## config.mk

```make
export PLATFORM = sky130hd
export DESIGN_NAME = ttl_dff_bank
export DESIGN_NICKNAME = d
export VERILOG_FILES = /design/src/rtl/ttl_models_pkg.sv /design/src/rtl/ttl_dff_chan.sv /design/src/rtl/ttl_dff_bank.sv
export SDC_FILE = /design/constraint.sdc
export NUM_CORES = 1
export LEC_CHECK = 0
export ABC_CLOCK_PERIOD_IN_PS = 1100
export BUFFER_PORTS_ARGS = -buffer_cell sky130_fd_sc_hd__buf_2
export CAP_MARGIN = 20
export CORE_ASPECT_RATIO = 1.75
export CORE_MARGIN = 2
export CORE_UTILIZATION = 47
export CTS_CLUSTER_DIAMETER = 40
export CTS_CLUSTER_SIZE = 20
export DETAILED_ROUTE_END_ITERATION = 12
export HOLD_SLACK_MARGIN = 0.1
export PLACE_DENSITY = 0.69
export SLEW_MARGIN = 20
export SYNTH_ARGS = -nofsm -noshare
export SYNTH_HDL_FRONTEND = slang
export SYNTH_SLANG_ARGS = --single-unit
```

## constraint.sdc

```tcl
create_clock -name CLK -period 1.1 [get_ports CLK]
set_clock_uncertainty 0.2 [all_clocks]
set_input_delay 0.165 -clock CLK [delete_from_list [all_inputs] [get_ports CLK]]
set_output_delay 0.165 -clock CLK [all_outputs]
set_load 0.01 [all_outputs]
```

## src/rtl/ttl_models_pkg.sv

```systemverilog
// Shared definitions for the TTL chip-model library: default synchroniser
// depth and the preset/clear decode used by every flip-flop style model.
package ttl_models_pkg;

  localparam int DEFAULT_SYNC_STAGES = 2;

  // Combined state of the active-low preset (Sb) and clear (Rb) pins.
  typedef enum logic [1:0] {
    SR_NONE,
    SR_CLR,
    SR_SET,
    SR_BOTH
  } sr_state_t;

  // Map the two active-low pins onto a single priority state.
  function automatic sr_state_t sr_decode(input logic sb, input logic rb);
    sr_state_t st;
    if (!sb && !rb) begin
      st = SR_BOTH;
    end else if (!rb) begin
      st = SR_CLR;
    end else if (!sb) begin
      st = SR_SET;
    end else begin
      st = SR_NONE;
    end
    return st;
  endfunction

endpackage

```

## src/rtl/ttl_dff_chan.sv

```systemverilog
// One flip-flop channel: input synchroniser, arming, chip-clock edge
// detect, preset/clear priority, toggle mode and capture strobe.
module ttl_dff_chan
  import ttl_models_pkg::*;
#(
  parameter int WIDTH       = 1,
  parameter int SYNC_STAGES = DEFAULT_SYNC_STAGES
) (
  input  logic             clk_i,
  input  logic             rstb_i,
  input  logic [WIDTH-1:0] d_i,
  input  logic             c_i,
  input  logic             sb_i,
  input  logic             rb_i,
  input  logic             tgl_i,
  output logic [WIDTH-1:0] q_o,
  output logic [WIDTH-1:0] qb_o,
  output logic             cap_o
);

  // All pins travel together so their relative timing is preserved.
  // vld marks stages holding a genuine post-reset sample, so the reset
  // fill value of C is never mistaken for a real low level when arming.
  typedef struct packed {
    logic             vld;
    logic             c;
    logic             sb;
    logic             rb;
    logic             tgl;
    logic [WIDTH-1:0] d;
  } sync_t;

  localparam sync_t SYNC_RST = '{vld: 1'b0, c: 1'b0, sb: 1'b1, rb: 1'b1,
                                 tgl: 1'b0, d: '0};

  sync_t            sync_in;
  sync_t            sync_q [SYNC_STAGES];
  sync_t            sync_s;

  logic             c_prev_q;
  logic             armed_q;
  logic             armed_d;
  logic             rise;
  sr_state_t        sr_st;

  logic [WIDTH-1:0] q_q;
  logic [WIDTH-1:0] q_d;
  logic             both_q;
  logic             both_d;
  logic             cap_q;
  logic             cap_d;

  logic [WIDTH-1:0] q_out_q;
  logic [WIDTH-1:0] qb_out_q;
  logic             cap_out_q;

  assign sync_in = {1'b1, c_i, sb_i, rb_i, tgl_i, d_i};
  assign sync_s  = sync_q[SYNC_STAGES-1];

  // Shift the bundled pin samples through the synchroniser chain.
  always_ff @(posedge clk_i) begin
    if (!rstb_i) begin
      for (int i = 0; i < SYNC_STAGES; i++) begin
        sync_q[i] <= SYNC_RST;
      end
    end else begin
      sync_q[0] <= sync_in;
      for (int i = 1; i < SYNC_STAGES; i++) begin
        sync_q[i] <= sync_q[i-1];
      end
    end
  end

  // Arm only after a real low has been seen, so C held high across
  // reset cannot fake a rising edge.
  assign armed_d = armed_q | (sync_s.vld & ~sync_s.c);
  assign rise    = sync_s.c & ~c_prev_q & armed_q;
  assign sr_st   = sr_decode(sync_s.sb, sync_s.rb);

  // Next-state: preset/clear win over a capture; a masked edge is dropped.
  always_comb begin
    q_d    = q_q;
    both_d = 1'b0;
    cap_d  = 1'b0;
    case (sr_st)
      SR_BOTH: begin
        q_d    = '1;
        both_d = 1'b1;
      end
      SR_CLR:  q_d = '0;
      SR_SET:  q_d = '1;
      SR_NONE: begin
        if (rise) begin
          q_d   = sync_s.tgl ? ~q_q : sync_s.d;
          cap_d = 1'b1;
        end
      end
      default: q_d = q_q;
    endcase
  end

  // Flip-flop state, edge-detect history and arming.
  always_ff @(posedge clk_i) begin
    if (!rstb_i) begin
      q_q      <= '0;
      both_q   <= 1'b0;
      cap_q    <= 1'b0;
      c_prev_q <= 1'b0;
      armed_q  <= 1'b0;
    end else begin
      q_q      <= q_d;
      both_q   <= both_d;
      cap_q    <= cap_d;
      c_prev_q <= sync_s.c;
      armed_q  <= armed_d;
    end
  end

  // Registered outputs; Qb only departs from ~Q while both pins are low.
  always_ff @(posedge clk_i) begin
    if (!rstb_i) begin
      q_out_q   <= '0;
      qb_out_q  <= '1;
      cap_out_q <= 1'b0;
    end else begin
      q_out_q   <= q_q;
      qb_out_q  <= both_q ? '1 : ~q_q;
      cap_out_q <= cap_q;
    end
  end

  assign q_o   = q_out_q;
  assign qb_o  = qb_out_q;
  assign cap_o = cap_out_q;

endmodule

```

## src/rtl/ttl_dff_bank.sv

```systemverilog
// Bank of independent D flip-flop channels; slices the packed buses and
// hands each channel to its own ttl_dff_chan instance.
module ttl_dff_bank
  import ttl_models_pkg::*;
#(
  parameter int CHANNELS    = 2,
  parameter int WIDTH       = 1,
  parameter int SYNC_STAGES = DEFAULT_SYNC_STAGES
) (
  input  logic                      CLK,
  input  logic                      RSTb,
  input  logic [CHANNELS*WIDTH-1:0] D,
  input  logic [CHANNELS-1:0]       C,
  input  logic [CHANNELS-1:0]       Sb,
  input  logic [CHANNELS-1:0]       Rb,
  input  logic [CHANNELS-1:0]       TGL,
  output logic [CHANNELS*WIDTH-1:0] Q,
  output logic [CHANNELS*WIDTH-1:0] Qb,
  output logic [CHANNELS-1:0]       CAP
);

  for (genvar gi = 0; gi < CHANNELS; gi++) begin : g_chan
    ttl_dff_chan #(
      .WIDTH       (WIDTH),
      .SYNC_STAGES (SYNC_STAGES)
    ) u_chan (
      .clk_i  (CLK),
      .rstb_i (RSTb),
      .d_i    (D[gi*WIDTH +: WIDTH]),
      .c_i    (C[gi]),
      .sb_i   (Sb[gi]),
      .rb_i   (Rb[gi]),
      .tgl_i  (TGL[gi]),
      .q_o    (Q[gi*WIDTH +: WIDTH]),
      .qb_o   (Qb[gi*WIDTH +: WIDTH]),
      .cap_o  (CAP[gi])
    );
  end

endmodule

```

* After elaboration in Yosys (flattened, before gate mapping)
Memories as Yosys holds them, arrays and structs flattened.
Cells that the tools add are included.
** Storage, ports and cells
- Register bits after elaboration :: 16
- RAM bits :: 24
- Input port bits :: 12
- Output and inout bits :: 6
- Word-level logic and storage cells :: 81
- Memories :: 2
** Memory list
- g_chan[0].u_chan.sync_q :: depth 2, width 6, rd ports 2, clocked after Yosys merged registers in 0, wr ports 2, RTL line ttl_dff_chan.sv:37 : sync_t sync_q [SYNC_STAGES];
- g_chan[1].u_chan.sync_q :: depth 2, width 6, rd ports 2, clocked after Yosys merged registers in 0, wr ports 2, RTL line ttl_dff_chan.sv:37
** Cells by class
- Equality and inequality tests :: 8
- Mux-type cells :: 22
- Bitwise operators :: 19
- Reductions and logical operators :: 14
** Operators by type and width (count)
- $mux 6 :: 4
- $mux 2 :: 6
- $mux 1 :: 10
- $eq 2x2->1 const B :: 4
- $reduce_or 2->1 :: 4
- $not 1->1 :: 7
- $and 1x1->1 :: 6
- $or 1x1->1 :: 6
- $pmux 1 s3 :: 2
- $eq 2x1->1 const B :: 2
- $logic_not 1->1 :: 4
- $logic_not 2->1 :: 2
- $ne 2x1->1 const B :: 2
- $reduce_and 2->1 :: 2
- $logic_and 1x1->1 :: 2

* Depth between registers and ports, before layout
An unclocked memory read counts as a cell.
- Depth in word-level cells :: 7
- Mapped depth :: 3
- Gate-level depth less buffers :: 3

* By module
From an unflattened synthesis, not the netlist that was laid out.
** Second synthesis, totals
- Cell total of the unflattened synthesis :: 96
- Area total of the unflattened synthesis :: 1168.6 µm²
** Modules (own cells, without submodules)
- ttl_dff_chan :: times used 2, cells an instance 48, area an instance 584.3 µm²

* Worst setup path after synthesis
Ideal clock, no wire load.
- Path type :: register -> register
- From :: reg g_chan[0].u_chan.c_prev_q
- To :: reg g_chan[0].u_chan.q_q
- Library setup time :: 74 ps
- Arrival time :: 930 ps
- Required time :: 826 ps
- Slack :: -105 ps
- Stages on the path, launching flop included :: 4
- Clock period less this slack :: 1205 ps
- Cells stage by stage :: dfxtp_1 -> nand4b_1 -> or3_1 -> a31oi_1
** On the way
- Longest elaborated chain between the ends :: 4
** Ends and longest elaborated chain
- start, declared :: RTL line ttl_dff_chan.sv:40 : logic c_prev_q;
- start signal, assigned :: RTL line ttl_dff_chan.sv:114 : c_prev_q <= sync_s.c;
- $not 1->1 :: RTL line ttl_dff_chan.sv:77 : assign rise = sync_s.c & ~c_prev_q & armed_q;
- $and 1x1->1 (2 in series) :: RTL line ttl_dff_chan.sv:77
- $ne 2x1->1 (no source line)
- end signal, assigned :: RTL line ttl_dff_chan.sv:111 : q_q <= q_d;
- end, declared :: RTL line ttl_dff_chan.sv:46 : logic [WIDTH-1:0] q_q;
No other way between the ends.
A chain may end at the register's enable or synchronous reset.

* Worst setup path after layout
Ends and elaborated chain as after synthesis.

==> impl_results.md <==
- WP data required: 1.11 ns
- DP Area: 0.001224 sq mm
- DRT iter0 DRCs: 23
- Arrival time at the worst endpoint: 1.21 ns
- CTS buffer count: 5
- Worst-Margin Slew: 0.2403 ns
- FMAX: 0.8299 GHz
- GPL Wtd Cong: 0.7425
- P_int: 1951 uW
- Sequential share of power: 0.599
- H-tree depth: 2
- Max Buffers Root-to-Sink: 2
- Syn nets: 113
- Setup TNS: -0.1049 ns
- Sw frac: 0.1967
- Failing checks: hold timing, setup timing
- Initial antenna violation count: 0
- CTS root buffer: clkbuf_8
- Syn Inst Count: 101
- Sequential area share after synthesis: 0.6733
- Lkg Pwr: 0.0006018 uW
- Core area: 0.002273 sq mm
- Routed WL: 1562 microns
- CP endpoint kind: register
- Psw: 477.7 uW
- Pin count of the biggest net entering global routing: 16
- Commonest non-fill, non-tap cell in the layout: dfxtp_1
- Setup ws final: -0.1049 ns
- Synth area leaders: dfxtp_1, and2_1, nand2b_1
- Vias/cell: 4.462
- Total iterations of the first detailed-routing run: 4
- Sink Count: 38
- Number of unique standard cell types used by synthesis: 19
- ANT cells: 0
- Critical path fanouts, max: 2
- Synth Warn #: 0
- Clock-pin slew on the worst setup and hold paths: 0.07 ns
- Power share of the clock group: 0.346
- Post-synth top area share: 0.6733
- Crit-path cells: nand4b_1, or3_1, a31oi_1
- Crit path kind: reg -> reg
- Unrepaired setup endpoints after global routing: true
- Starting Density: 0.4970
- Hold Path Class: in -> reg
- Final Cycle Share: 1.095
- # DRC: 0
- Nets@finish: 143
- Postcts setup bufs: 0
- Slowest-stage cell, CP: or3_1
- Hold slack final: -0.03752 ns
- Die Area: 0.002827 sq mm
- Worst setup SP type: register
- Slew Viols, Final: 0
- Vias in the first global route: 665
- I/O Buffers: 17
- Status: finished with violations
- Synthesized area per cell: 11.19 sq um
- Global-route usage over all layers: 0.1410
- Die X: 41.06 microns
- Crit path buffers/inverters: 0
- DP HPWL: 977.3 microns
- Final Hold Viols: 3
- Critical Path Max Stage Delay: 0.32 ns
- Final core occ: 0.6285
- GRT Residual Overflow: 0
- Via count: 696
- Avg WL per Cell: 10.01 microns
- Yosys top cell by area: dfxtp_1
- Chip Height: 68.86 microns
- TritonCTS clock tree: done
- Final ANT Viol Nets: 0
- IR Drop Worst-Case VDD: 1.169 mV
- Flop2flop setup slack: -0.10 ns
- Register bit total from synthesis: 38
- First-pass GRT wire length: 2518 microns
- Ports: 18
- Final setup violation count: 1
- Minimum clock period: 1.205 ns
- Max cap viols: 0
- Rows: 23
- Slew headroom: 0.8373
- Gate power share: 0.054
- Pwr Density: 1700 mW/mm^2
- Share of cells above drive strength 1: 0.2672
- Clock latency on the worst-skew pair: 0.28 ns
- Most frequent cells in the layout: dfxtp_1, and2_1, buf_2
- P&R area growth vs syn: 26.47%
- Post-route cell area: 0.001429 sq mm
- Family with the most delay on the worst path: simple AND/OR/NAND/NOR gates
- Synth Cell Area: 0.001130 sq mm
- Hold buffers post-CTS: 10
[metrics by stage]
| stage | setup slack, ns | std cells | power [uW] |
|---|---|---|---|
| 2_1_floorplan | -0.03166 | 101 | 1541 |
| 3_3_place_gp | -0.04701 | 139 | 1577 |
| 5_1_grt | -0.1879 | 156 | 2535 |
| 6_report | -0.1049 | 156 | 2429 |
| 4_1_cts | -0.1087 | 156 | 2451 |
| 3_5_place_dp | -0.09933 | 139 | 1584 |
[synth_stat cells, drive strengths merged]
library cell / count
dfxtp: 38
and2: 16
nand2b: 9
nor2: 7
buf: 6
inv: 4
nand2: 3
a21oi: 2
a31oi: 2
clkbuf: 2
nor2b: 2
nor3: 2
o311ai: 2
or3: 2
and3: 1
and4b: 1
nand4b: 1
o211ai: 1
[worst reg2reg max path, delay by kind of cell, from the launching register on]
kind / cells / cell delay (ns)
flops: 1 / 0.31
compound gates: 1 / 0.13
simple gates: 2 / 0.50
[power by group through the flow]
stage | clock, uW | combinational (uW) | sequential (uW)
finish | 842 | 131 | 1460
global route | 928 | 147 | 1460
CTS | 869 | 128 | 1450
detailed placement | 0 | 100 | 1480
global placement | 0 | 96.7 | 1480
floorplan | 0 | 63.6 | 1480
[final timing paths]
check	from	endpoint	cells past startpoint
worst max-delay path	g_chan[0].u_chan.c_prev_q	g_chan[0].u_chan.q_q	3
worst min-delay path	RSTb	g_chan[1].u_chan.q_o	3
worst max register to register	g_chan[0].u_chan.c_prev_q	g_chan[0].u_chan.q_q	3
worst min register to register	g_chan[1].u_chan.sync_q[0][3]	g_chan[1].u_chan.sync_q[0][9]	1
[state kept, by name, indices dropped and copies added (netlist names)]
signal and cells:
g_chan.u_chan.cap_q 2, g_chan.u_chan.cap_o 2, g_chan.u_chan.both_q 2, g_chan.u_chan.sync_q 22, g_chan.u_chan.armed_q 2, g_chan.u_chan.c_prev_q 2
g_chan.u_chan.q_o 2, g_chan.u_chan.qb_o 2, g_chan.u_chan.q_q 2
[per-layer routing]
layer  global-route usage  vias up  wire, microns
li1                     -      372              -
met1               0.1299      305            628
met2               0.2305       19            842
met3              0.06090        0             92
met4               0.1000        0              0
met5                    0        -              0
[final cells by class]
type | instances | area, sq um
inverters | 4 | 15.01
clock buffers | 7 | 76.32
multi-input cells | 51 | 301.5
well taps | 25 | 31.28
flip-flops and latches | 38 | 770.7
repair buffers | 31 | 234.0
fillers | 191 | 844.6
[cell families after synthesis]
group | count (synthesis) | share of synthesized area
and+or+nand+nor | 44 | 0.2248
AOI/OAI and AO/OA | 7 | 0.04209
DFF | 38 | 0.6733
buffers and inverters | 12 | 0.05980
[what timing repair did]
item | CTS | global route
endpoints found under the hold margin | 21 | 14
pin swaps | 1 | 0
setup endpoints to repair | 2 | 9
gates resized for setup | 5 | 8
No activity file was read; power rests on OpenSTA's default activity.
